**src/rtl/rr_arbiter_fsm.sv**
```systemverilog
// Registered round-robin arbiter: rotating priority, multi-cycle hold, optional hold-time limit.
// Latency: request sampled at one edge is granted after that edge; every release is followed by one idle cycle.
module rr_arbiter_fsm #(
    parameter int N        = 8,
    parameter int IDX_W    = 3,
    parameter int MAX_HOLD = 16
) (
    input  logic             clk,
    input  logic             rst_n,
    input  logic [N-1:0]     req,
    input  logic             done,
    output logic [N-1:0]     grant,
    output logic [IDX_W-1:0] grant_idx,
    output logic             grant_valid,
    output logic             forced_rel
);

    typedef enum logic {IDLE, BUSY} state_t;

    localparam logic [7:0]     MAX_HOLD_C = 8'(MAX_HOLD);
    localparam logic [IDX_W:0] N_C        = (IDX_W+1)'(N);
    localparam logic [IDX_W-1:0] LAST_C   = IDX_W'(N - 1);

    state_t           state_q, state_d;
    logic [IDX_W-1:0] ptr_q, ptr_d;
    logic [IDX_W-1:0] idx_q, idx_d;
    logic [N-1:0]     grant_q, grant_d;
    logic [7:0]       hold_q, hold_d;
    logic             vld_q, vld_d;
    logic             frel_q, frel_d;

    logic [IDX_W:0]   pos;
    logic [IDX_W-1:0] sel;
    logic             rel_done, rel_wd, rel_max, release_now;

    // Scan offsets high to low so the smallest offset from ptr wins.
    always_comb begin
        sel = '0;
        pos = '0;
        for (int k = N - 1; k >= 0; k--) begin
            pos = {1'b0, ptr_q} + (IDX_W+1)'(k);
            if (pos >= N_C) begin
                pos = pos - N_C;
            end
            if (req[pos]) begin
                sel = pos[IDX_W-1:0];
            end
        end
    end

    assign rel_done    = done;
    assign rel_wd      = !req[idx_q];
    assign rel_max     = (MAX_HOLD != 0) && (hold_q == MAX_HOLD_C);
    assign release_now = (state_q == BUSY) && (rel_done || rel_wd || rel_max);

    always_ff @(posedge clk) begin
        if (!rst_n) begin
            state_q <= IDLE;
            ptr_q   <= '0;
            idx_q   <= '0;
            grant_q <= '0;
            hold_q  <= '0;
            vld_q   <= 1'b0;
            frel_q  <= 1'b0;
        end else begin
            state_q <= state_d;
            ptr_q   <= ptr_d;
            idx_q   <= idx_d;
            grant_q <= grant_d;
            hold_q  <= hold_d;
            vld_q   <= vld_d;
            frel_q  <= frel_d;
        end
    end

    always_comb begin
        state_d = state_q;
        case (state_q)
            IDLE:    if (|req) state_d = BUSY;
            BUSY:    if (release_now) state_d = IDLE;
            default: state_d = IDLE;
        endcase
    end

    always_comb begin
        ptr_d   = ptr_q;
        idx_d   = idx_q;
        grant_d = grant_q;
        hold_d  = hold_q;
        vld_d   = vld_q;
        frel_d  = 1'b0;
        case (state_q)
            IDLE: begin
                if (|req) begin
                    grant_d      = '0;
                    grant_d[sel] = 1'b1;
                    idx_d        = sel;
                    vld_d        = 1'b1;
                    hold_d       = 8'd1;
                end
            end
            BUSY: begin
                if (release_now) begin
                    grant_d = '0;
                    idx_d   = '0;
                    vld_d   = 1'b0;
                    ptr_d   = (idx_q == LAST_C) ? '0 : idx_q + 1'b1;
                    // A limit expiry only counts as forced when nothing else released the grant.
                    frel_d  = rel_max && !rel_done && !rel_wd;
                end else if (hold_q != 8'hFF) begin
                    hold_d = hold_q + 8'd1;
                end
            end
            default: ;
        endcase
    end

    assign grant       = grant_q;
    assign grant_idx   = idx_q;
    assign grant_valid = vld_q;
    assign forced_rel  = frel_q;

endmodule

```
**config.mk**
```make
export PLATFORM = sky130hd
export DESIGN_NAME = rr_arbiter_fsm
export DESIGN_NICKNAME = d
export VERILOG_FILES = /design/src/rtl/rr_arbiter_fsm.sv
export SDC_FILE = /design/constraint.sdc
export NUM_CORES = 1
export LEC_CHECK = 0
export ABC_CLOCK_PERIOD_IN_PS = 9200
export CORE_MARGIN = 4
export CORE_UTILIZATION = 40
export DETAILED_ROUTE_END_ITERATION = 10
export GPL_TIMING_DRIVEN = 1
export PLACE_DENSITY_LB_ADDON = 0.12
export SKIP_LAST_GASP = 1
export SYNTH_ARGS = -nofsm -noshare
export SYNTH_HDL_FRONTEND = slang
export SYNTH_SLANG_ARGS = --single-unit
```
**constraint.sdc**
```tcl
create_clock -name clk -period 9.2 [get_ports clk]
set_input_delay 2.3 -clock clk [delete_from_list [all_inputs] [get_ports clk]]
set_output_delay 2.3 -clock clk [all_outputs]
set_load 0.005 [all_outputs]
```
==> flow_metrics.py, run 1 <==
metrics = {
    "routing": {
        "drt_first_pass_iters": 4,
        "drtIter0Drc": 126,
        "ant_nets": 0,
        "viasPerCell": 5.87,
        "wl_met1_um": 2540,
        "vias": 1832,
        "dr_wl_met2_um": 2290,
        "routed.top_layer": "met4",
        "route.met3.wl_um": 214,
        "wl_per_cell_um": 16.2,
        "drt_wl_total_um": 5060,
        "remaining_drc_errors": 0,
    },
    "timing": {
        "setup_violations": 0,
        "skew_ps": 3.68,
        "rsz0062_at_grt": "no",
        "final_hold_viol_count": 0,
        "maxSlewViolCount": 0,
        "period_needed_ps": 4680,
        "worst_slack_ps": 4520,
        "fmax_mhz": 213,
        "fin_crit_sh_pct": 50.9,
        "tns_ps": 0,
        "max_slew_margin_pct": 38.3,
        "tightest_slew_ps": 925,
    },
    "clock_tree": {
        "htree_levels": 1,
        "insertion_delay_ps": 260,
        "clock_sinks": 25,
        "clk_pin_slew_worst_paths_ps": 80,
        "cts_tree": "yes",
        "hold_buffers": 0,
        "clk_path_buf_depth": 2,
        "cts-root-buf": "clkbuf_8",
        "cts_resized": 0,
        "post_cts_buffers": 0,
        "cts_inserted_buffers": 3,
    },
    "layout": {
        "finalInstanceArea_sq_um": 2460,
        "layout.nets": 260,
        "n_antenna_cell": 0,
        "areaGrowthSynthToFinish_pct": 13.1,
        "drive_gt1_share_pct": 11.6,
        "final_cell_count_no_fill": 312,
    },
    "logic_synthesis": {
        "synthArstFlopShare_pct": 0,
        "synth_area_sq_um": 2170,
        "ys_types": 55,
        "syn_avg_cell_area_sq_um": 9.50,
        "synth-edff-count": 0,
        "mappedNetlistNets": 246,
        "ys_seq_elements": 25,
        "yosysSeqAreaShare_pct": 23.0,
        "syn_inst": 229,
        "yosys_warnings": 0,
        "synth_ff_type": "dfxtp_1",
    },
    "worst_setup_path": {
        "cp.arrival_ps": 4850,
        "reg2reg_depth": 9,
        "cp_slowest_stage_delay_ps": 710,
        "r2r-start": "ptr_q[0]$_SDFFE_PN0P_",
        "crit_path_end": "grant[4]$_SDFFE_PN0P_",
        "crit_family": "multiplexers",
        "endpoint_kind": "flip-flop",
        "cp_slowest_cell": "mux4_1",
        "path_buf_inv": 1,
        "worstSetupPathType": "input port to flip-flop",
        "critPathLaunchType": "input port",
        "path_cells": "clkdlybuf4s50_1 -> mux4_1 -> mux2_2 -> a21oi_1 -> nand3_1 -> o221ai_1 -> nor2_1 -> a32o_1",
        "reg2reg_to": "grant[3]$_SDFFE_PN0P_",
        "startpoint": "req[2]",
        "crit_fanout": 12,
        "ff2ff_setup_slack_ps": 5510,
        "worstPathRequired_ps": 9370,
        "crit_cells": 8,
    },
    "placed_design": {
        "place_ws_ps": 4230,
        "placed_area_sq_um": 2410,
        "port_buffers": 23,
        "place_congestion": 0.837,
        "dp.cells": 308,
        "hpwl_um": 3780,
    },
    "floorplan": {
        "start_util_pct": 42.0,
        "core_area_sq_um": 5170,
        "die_x_um": 81.7,
        "num_rows": 26,
        "fp.dieH_um": 81.7,
        "ios": 24,
        "dieArea_sq_um": 6680,
    },
    "run_status": {
        "status": "completed",
    },
    "pwr": {
        "combPwrFrac_pct": 47.6,
        "irDropWorstVdd_mv": 0.0740,
        "pwr-share-clk_pct": 17.2,
        "power_frac_seq_pct": 35.3,
        "p_int_uw": 234,
        "cellPowerDensity_nw_per_um2": 151,
        "finalPower_uw": 372,
        "p_leak_nw": 0.891,
        "p_sw_share_pct": 37.1,
        "switchingPower_uw": 138,
    },
    "global_routing": {
        "grtUsageTotal_pct": 16.2,
        "grt_antenna_before_repair": 0,
        "grt_pass1_vias": 1717,
        "grt_pass1_wl_um": 8600,
        "overflow": 0,
        "grt_max_degree": 22,
    },
    "flow_run": {
        "cap_violations": 0,
    },
    "worst_hold_path": {
        "hold_path_class": "flip-flop to flip-flop",
    },
}
-- per-layer routing --
metal | GRT usage [%] | vias to the layer above
met3 | 3.07 | 2
met2 | 24.7 | 38
li1 | - | 901
met1 | 24.6 | 891
met4 | 1.66 | 0
met5 | 0 | -
-- flip-flops by register name, summed over array words and instances, names as in the netlist --
register     flops
grant            8
hold_q           8
grant_idx        3
ptr_q            3
forced_rel       1
grant_valid      1
state_q          1
-- layout make-up --
| cell class | instances | area, sq um |
|---|---|---|
| tap | 70 | 87.6 |
| sequential | 25 | 500 |
| inverter | 9 | 33.8 |
| timing repair buffer | 24 | 238 |
| fill | 508 | 2710 |
| clock buffer | 4 | 45.0 |
| multi-input combinational | 180 | 1560 |
-- power groups by stage --
stage / Combinational, mW / Sequential, mW / Clock [mW]
2_1_floorplan: 0.137 / 0.127 / 0
3_3_place_gp: 0.177 / 0.134 / 0
3_5_place_dp: 0.176 / 0.134 / 0
4_1_cts: 0.177 / 0.131 / 0.0681
5_1_grt: 0.195 / 0.133 / 0.0705
6_report: 0.177 / 0.131 / 0.0638
-- layout by cell type (no fill, tap or decap), types with 4 or more instances in the layout --
master and instances:
nor2_1 22, nor3_1 4, xor2_1 6, a21oi_1 13, nand4_1 5, dfxtp_1 25, nand3_1 9, and3b_1 4
and3_1 4, nand2_1 17, o21ai_0 7, mux2i_1 11, clkdlybuf4s50_1 23, a22o_1 6, ha_1 6, mux4_2 9
mux4_1 8, nor4_1 5, inv_1 8
-- worst register-to-register path, stage by stage (launching register included) --
cell and delay, ps:
dfxtp_1 880, inv_1 340, ha_1 660, mux2i_1 210, nor4_1 310, o21ai_0 190
a311o_1 440, a21oi_4 250, nor2_1 110, a22o_1 200
-- stage by stage --
stage	hold WS [ps]	utilization [%]
after detailed placement	456	46.7
final	469	47.6
after global placement	443	46.7
after global routing	504	47.6
after CTS	477	47.6
after floorplan	449	-
-- worst min-delay path by stage --
stage,cells past startpoint,start,slack (ps),to
2_1_floorplan,2,grant[5]$_SDFFE_PN0P_,450,grant[5]$_SDFFE_PN0P_
3_3_place_gp,2,grant[7]$_SDFFE_PN0P_,440,grant[7]$_SDFFE_PN0P_
3_5_place_dp,2,grant[7]$_SDFFE_PN0P_,460,grant[7]$_SDFFE_PN0P_
4_1_cts,2,grant[7]$_SDFFE_PN0P_,480,grant[7]$_SDFFE_PN0P_
5_1_grt,2,grant[7]$_SDFFE_PN0P_,500,grant[7]$_SDFFE_PN0P_
6_report,2,grant[7]$_SDFFE_PN0P_,470,grant[7]$_SDFFE_PN0P_
-- cells in the mapped netlist, types with 2 or more instances --
cell type,n,share of area (%)
a21oi_1,13,3.0
a22o_1,6,2.4
a22oi_1,2,0.69
a311o_1,2,0.92
a32o_1,2,0.92
and3_1,4,1.2
and3b_1,4,1.6
buf_2,5,1.2
buf_4,2,0.69
buf_6,2,1.0
clkbuf_1,6,1.0
dfxtp_1,25,23
ha_1,6,3.5
inv_1,8,1.4
mux2_2,3,1.6
mux2i_1,11,5.1
mux2i_4,2,2.1
mux4_1,8,9.7
mux4_2,9,9.3
nand2_1,17,2.9
nand2b_1,3,0.86
nand3_1,9,2.1
nand4_1,5,1.4
nor2_1,22,3.8
nor3_1,4,0.92
nor4_1,5,1.4
o21ai_0,7,1.6
o21ai_1,2,0.46
or2_2,3,0.86
xnor2_1,2,0.81
xor2_1,6,2.4
-- cell families (layout without fill, tap and decap cells) --
| logic type | after synthesis | count (layout) | share of synthesized area (%) |
|---|---|---|---|
| and+or+nand+nor | 86 | 86 | 21.2 |
| AOI/OAI and AO/OA | 46 | 46 | 14.7 |
| muxes | 33 | 33 | 27.7 |
| DFF | 25 | 25 | 23.0 |
| buffers and inverters | 24 | 37 | 5.47 |
| xor gates and xnor gates | 9 | 9 | 4.49 |
| adders and majority gates | 6 | 6 | 3.45 |
Power figures use the tool's default switching activity.
==> run 2: changes to the inputs <==
--- a/config.mk
+++ b/config.mk
@@ -5,7 +5,7 @@
 export SDC_FILE = /design/constraint.sdc
 export NUM_CORES = 1
 export LEC_CHECK = 0
-export ABC_CLOCK_PERIOD_IN_PS = 9200
+export ABC_CLOCK_PERIOD_IN_PS = 4820
 export CORE_MARGIN = 4
 export CORE_UTILIZATION = 40
 export DETAILED_ROUTE_END_ITERATION = 10
==> constraint.sdc (replaced) <==
create_clock -name clk -period 4.82 [get_ports clk]
set_input_delay 1.205 -clock clk [delete_from_list [all_inputs] [get_ports clk]]
set_output_delay 1.205 -clock clk [all_outputs]
set_load 0.005 [all_outputs]
==> flow_metrics.py, run 2 (synthesis results as in run 1) <==
metrics = {
    "clock_tree": {
        "cts-root-buf": "clkbuf_8",
        "cts_inserted_buffers": 3,
        "post_cts_buffers": 0,
        "cts_resized": 0,
        "clk_path_buf_depth": 2,
        "cts_tree": "yes",
        "clk_pin_slew_worst_paths_ps": 90,
        "htree_levels": 1,
        "clock_sinks": 25,
        "insertion_delay_ps": 270,
        "hold_buffers": 0,
    },
    "worst_setup_path": {
        "cp_slowest_stage_delay_ps": 890,
        "path_cells": "inv_1 -> ha_1 -> mux4_2 -> mux2i_4 -> o41ai_1 -> nor3_1 -> nor3_2 -> or2_1 -> a32o_1",
        "endpoint_kind": "flip-flop",
        "crit_family": "flip-flops",
        "worstSetupPathType": "flip-flop to flip-flop",
        "crit_path_end": "grant[6]$_SDFFE_PN0P_",
        "crit_fanout": 19,
        "r2r-start": "ptr_q[0]$_SDFFE_PN0P_",
        "cp_slowest_cell": "dfxtp_1",
        "startpoint": "ptr_q[0]$_SDFFE_PN0P_",
        "critPathLaunchType": "flip-flop",
        "cp.arrival_ps": 3800,
        "reg2reg_to": "grant[6]$_SDFFE_PN0P_",
        "ff2ff_setup_slack_ps": 1190,
        "crit_cells": 9,
        "reg2reg_depth": 9,
        "path_buf_inv": 1,
        "worstPathRequired_ps": 4990,
    },
    "placed_design": {
        "hpwl_um": 3710,
        "port_buffers": 23,
        "place_congestion": 0.838,
    },
    "pwr": {
        "irDropWorstVdd_mv": 0.181,
        "cellPowerDensity_nw_per_um2": 290,
        "p_leak_nw": 0.891,
    },
    "layout": {
        "layout.nets": 260,
        "final_cell_mix": "25 x dfxtp_1, 23 x clkdlybuf4s50_1, 22 x nor2_1, 17 x nand2_1, 13 x a21oi_1",
        "areaGrowthSynthToFinish_pct": 13.1,
        "drive_gt1_share_pct": 11.6,
        "final_common_cell": "dfxtp_1",
        "n_antenna_cell": 0,
    },
    "timing": {
        "skew_ps": 4.54,
        "fin_crit_sh_pct": 75.3,
        "rsz0062_at_grt": "no",
        "final_hold_viol_count": 0,
        "fmax_mhz": 276,
        "max_slew_margin_pct": 36.2,
        "tightest_slew_ps": 956,
        "period_needed_ps": 3630,
        "maxSlewViolCount": 0,
        "tns_ps": 0,
        "hold-worst-slack_ps": 465,
        "setup_violations": 0,
    },
    "global_routing": {
        "grt_use_met1_pct": 23.8,
        "use_met3_pct": 2.96,
        "busiest_layer": "met2",
        "grt_pass1_vias": 1773,
        "overflow": 0,
        "grt_antenna_before_repair": 0,
        "grt_max_degree": 22,
        "grt_pass1_wl_um": 8600,
        "grtUsageTotal_pct": 16.5,
        "use_met2_pct": 25.9,
    },
    "routing": {
        "remaining_drc_errors": 0,
        "ant_nets": 0,
        "viasPerCell": 5.96,
        "drt_first_pass_iters": 4,
        "wl_per_cell_um": 16.2,
        "drt_wl_total_um": 5060,
        "vias": 1860,
        "drtIter0Drc": 86,
    },
    "worst_hold_path": {
        "hold_depth": 2,
        "hold_path.startpoint": "grant[7]$_SDFFE_PN0P_",
        "hold_path_class": "flip-flop to flip-flop",
    },
    "floorplan": {
        "start_util_pct": 42.0,
        "num_rows": 26,
        "die_x_um": 81.7,
        "fp.dieH_um": 81.7,
        "ios": 24,
        "dieArea_sq_um": 6680,
        "core_area_sq_um": 5170,
    },
    "flow_run": {
        "cap_violations": 0,
    },
    "run_status": {
        "status": "completed",
    },
}
-- run 2: cell counts in the layout (fill, tap and decap cells not counted) --
No cell type changed its count.
-- run 2: stage by stage --
step / area, sq um / utilization, % / total power, mW / cells / worst slack, ps
2_1_floorplan: 2170 / - / 0.505 / 229 / 1770
3_3_place_gp: 2410 / 46.7 / 0.593 / 308 / 962
3_5_place_dp: 2410 / 46.7 / 0.591 / 308 / 970
4_1_cts: 2460 / 47.6 / 0.719 / 312 / 1170
5_1_grt: 2460 / 47.6 / 0.762 / 312 / 909
6_report: 2460 / 47.6 / 0.713 / 312 / 1190
-- run 2: tightest hold or removal path, stage by stage (launching register included) --
cell and delay, ps:
dfxtp_1 330, nand2_1 40, o21ai_0 60
-- run 2: metal layers --
metal | up-vias | part of all wire [%] | routed length, um
li1 | 899 | - | -
met1 | 918 | 49 | 2480
met2 | 37 | 46 | 2350
met3 | 6 | 3.5 | 177
met4 | 0 | 1.0 | 51
met5 | - | 0 | 0
-- run 2: layout make-up --
| type | instances | area, sq um |
|---|---|---|
| fillers | 494 | 2710 |
| flip-flops and latches | 25 | 500 |
| repair buffers | 24 | 238 |
| multi-input cells | 180 | 1560 |
| inverters | 9 | 33.8 |
| clock buffers | 4 | 45.0 |
| well taps | 70 | 87.6 |
-- run 2: power breakdown --
part	switching [mW]	total (mW)	internal [mW]
Clock	0.0656	0.125	0.0591
Sequential	0.0268	0.251	0.224
Combinational	0.174	0.337	0.163
-- run 2: worst min-delay path by stage --
stage,to,slack (ps)
5_1_grt,grant[7]$_SDFFE_PN0P_,500
2_1_floorplan,grant[5]$_SDFFE_PN0P_,450
4_1_cts,grant[7]$_SDFFE_PN0P_,480
3_5_place_dp,grant[7]$_SDFFE_PN0P_,450
6_report,grant[7]$_SDFFE_PN0P_,470
3_3_place_gp,grant[7]$_SDFFE_PN0P_,440
==> run 3: changes to the inputs <==
--- a/config.mk
+++ b/config.mk
@@ -5,7 +5,7 @@
 export SDC_FILE = /design/constraint.sdc
 export NUM_CORES = 1
 export LEC_CHECK = 0
-export ABC_CLOCK_PERIOD_IN_PS = 4820
+export ABC_CLOCK_PERIOD_IN_PS = 3500
 export CORE_MARGIN = 4
 export CORE_UTILIZATION = 40
 export DETAILED_ROUTE_END_ITERATION = 10
==> constraint.sdc (replaced) <==
create_clock -name clk -period 3.5 [get_ports clk]
set_input_delay 0.875 -clock clk [delete_from_list [all_inputs] [get_ports clk]]
set_output_delay 0.875 -clock clk [all_outputs]
set_load 0.005 [all_outputs]
==> flow_metrics.py, run 3 (synthesis results as in run 1) <==
metrics = {
    "run_status": {
        "status": "completed",
    },
    "worst_setup_path": {
        "endpoint_kind": "flip-flop",
        "startpoint": "req[7]",
        "crit_fanout": 6,
        "reg2reg_depth": 7,
        "reg2reg_to": "grant[4]$_SDFFE_PN0P_",
        "worstPathRequired_ps": 3670,
        "ff2ff_setup_slack_ps": 580,
        "cp.arrival_ps": 3340,
        "r2r-start": "ptr_q[2]$_SDFFE_PN0P_",
        "critPathLaunchType": "input port",
        "worstSetupPathType": "input port to flip-flop",
    },
    "layout": {
        "areaGrowthSynthToFinish_pct": 18.7,
        "final_cell_mix": "25 x dfxtp_1, 23 x clkdlybuf4s50_1, 22 x nor2_1, 17 x nand2_1, 17 x buf_4",
        "n_antenna_cell": 0,
        "layout.nets": 276,
        "final_common_cell": "dfxtp_1",
        "drive_gt1_share_pct": 17.4,
        "finalInstanceArea_sq_um": 2580,
        "fill_cells": 482,
    },
    "worst_hold_path": {
        "hold_path.startpoint": "grant[5]$_SDFFE_PN0P_",
        "hold_depth": 2,
        "min_to": "grant[5]$_SDFFE_PN0P_",
        "hold_path_class": "flip-flop to flip-flop",
    },
    "routing": {
        "ant_nets": 0,
        "drt_wl_total_um": 5110,
        "vias": 1877,
        "drt_first_pass_iters": 4,
        "remaining_drc_errors": 0,
        "viasPerCell": 5.72,
        "drtIter0Drc": 69,
        "wl_per_cell_um": 15.6,
    },
    "pwr": {
        "cellPowerDensity_nw_per_um2": 389,
        "switchingPower_uw": 374,
        "irDropWorstVdd_mv": 0.226,
        "power_frac_seq_pct": 33.4,
        "combPwrFrac_pct": 49.6,
        "p_sw_share_pct": 37.2,
        "pwr-share-clk_pct": 17.0,
        "p_int_uw": 630,
        "p_leak_nw": 0.970,
    },
    "timing": {
        "fmax_mhz": 315,
        "fin_crit_sh_pct": 90.7,
        "final_hold_viol_count": 0,
        "rsz0062_at_grt": "no",
        "skew_ps": 2.92,
        "max_slew_margin_pct": 36.9,
        "tns_ps": 0,
        "tightest_slew_ps": 945,
        "maxSlewViolCount": 0,
        "setup_violations": 0,
        "period_needed_ps": 3170,
    },
    "placed_design": {
        "port_buffers": 23,
        "hpwl_um": 3910,
        "place_congestion": 0.880,
        "placed_area_sq_um": 2530,
    },
    "floorplan": {
        "dieArea_sq_um": 6680,
        "num_rows": 26,
        "start_util_pct": 42.0,
        "fp.dieH_um": 81.7,
        "ios": 24,
        "core_area_sq_um": 5170,
        "die_x_um": 81.7,
    },
    "global_routing": {
        "grt_antenna_before_repair": 0,
        "grt_max_degree": 22,
        "grtUsageTotal_pct": 16.4,
        "grt_pass1_vias": 1776,
        "grt_pass1_wl_um": 8610,
        "overflow": 0,
    },
    "clock_tree": {
        "clk_pin_slew_worst_paths_ps": 80,
        "clk_path_buf_depth": 2,
        "cts_inserted_buffers": 3,
        "insertion_delay_ps": 270,
        "clock_sinks": 25,
        "hold_buffers": 0,
        "cts_resized": 0,
        "cts-root-buf": "clkbuf_8",
        "htree_levels": 1,
        "cts_tree": "yes",
        "post_cts_buffers": 0,
    },
    "flow_run": {
        "cap_violations": 0,
    },
}
==> run 3: cell types whose count changed in the layout (fill, tap and decap cells not counted), sizes merged <==
cell / before / now
buf: 1 / 17
clkbuf: 4 / 3
clkinv: 1 / 2
==> run 3: through the flow <==
step / cells / worst slack (ps) / power (mW) / hold WS, ps / utilization (%)
after detailed placement: 324 / 37.0 / 0.837 / 451 / 49.0
after floorplan: 229 / 596 / 0.696 / 449 / -
final: 328 / 326 / 1.00 / 460 / 49.9
after CTS: 328 / 321 / 1.01 / 471 / 49.9
after global placement: 324 / 74.3 / 0.839 / 444 / 49.0
after global routing: 328 / 176 / 1.08 / 490 / 49.9
==> run 3: power groups by stage <==
stage | clock network (mW) | logic (mW) | registers [mW]
5_1_grt | 0.190 | 0.546 | 0.340
3_5_place_dp | 0 | 0.495 | 0.342
3_3_place_gp | 0 | 0.497 | 0.342
6_report | 0.171 | 0.498 | 0.336
4_1_cts | 0.178 | 0.498 | 0.336
2_1_floorplan | 0 | 0.361 | 0.335
==> run 3: critical path: stages <==
cell and delay (ps):
clkdlybuf4s50_1 500, buf_4 190, mux4_2 520, mux2_2 320, a21oi_1 130, nand3_1 130, o221ai_1 280, nor2_1 150
a32o_1 240
==> run 3: layout make-up <==
cell class | instances | area, sq um | share of cell area (%)
Tap cell | 70 | 87.6 | 3.39
Clock buffer | 3 | 41.3 | 1.60
Clock inverter | 1 | 5.00 | 0.194
Inverter | 9 | 33.8 | 1.31
Timing Repair Buffer | 40 | 358 | 13.9
Multi-Input combinational cell | 180 | 1560 | 60.3
Sequential cell | 25 | 500 | 19.4
==> run 3: per-layer routing <==
metal,vias up,track usage (%),part of all wire (%)
li1,933,-,-
met2,35,26.0,46
met1,903,23.3,49
met5,-,0,0
met3,6,3.51,3.8
met4,0,2.49,0.78
==> run 3: how the worst max path moves through the flow <==
stage / cells after the start / slack (ps) / end
2_1_floorplan: 12 / 600 / grant[0]$_SDFFE_PN0P_
3_3_place_gp: 9 / 70 / grant[4]$_SDFFE_PN0P_
3_5_place_dp: 9 / 40 / grant[4]$_SDFFE_PN0P_
4_1_cts: 9 / 320 / grant[4]$_SDFFE_PN0P_
5_1_grt: 9 / 180 / grant[4]$_SDFFE_PN0P_
6_report: 9 / 330 / grant[4]$_SDFFE_PN0P_
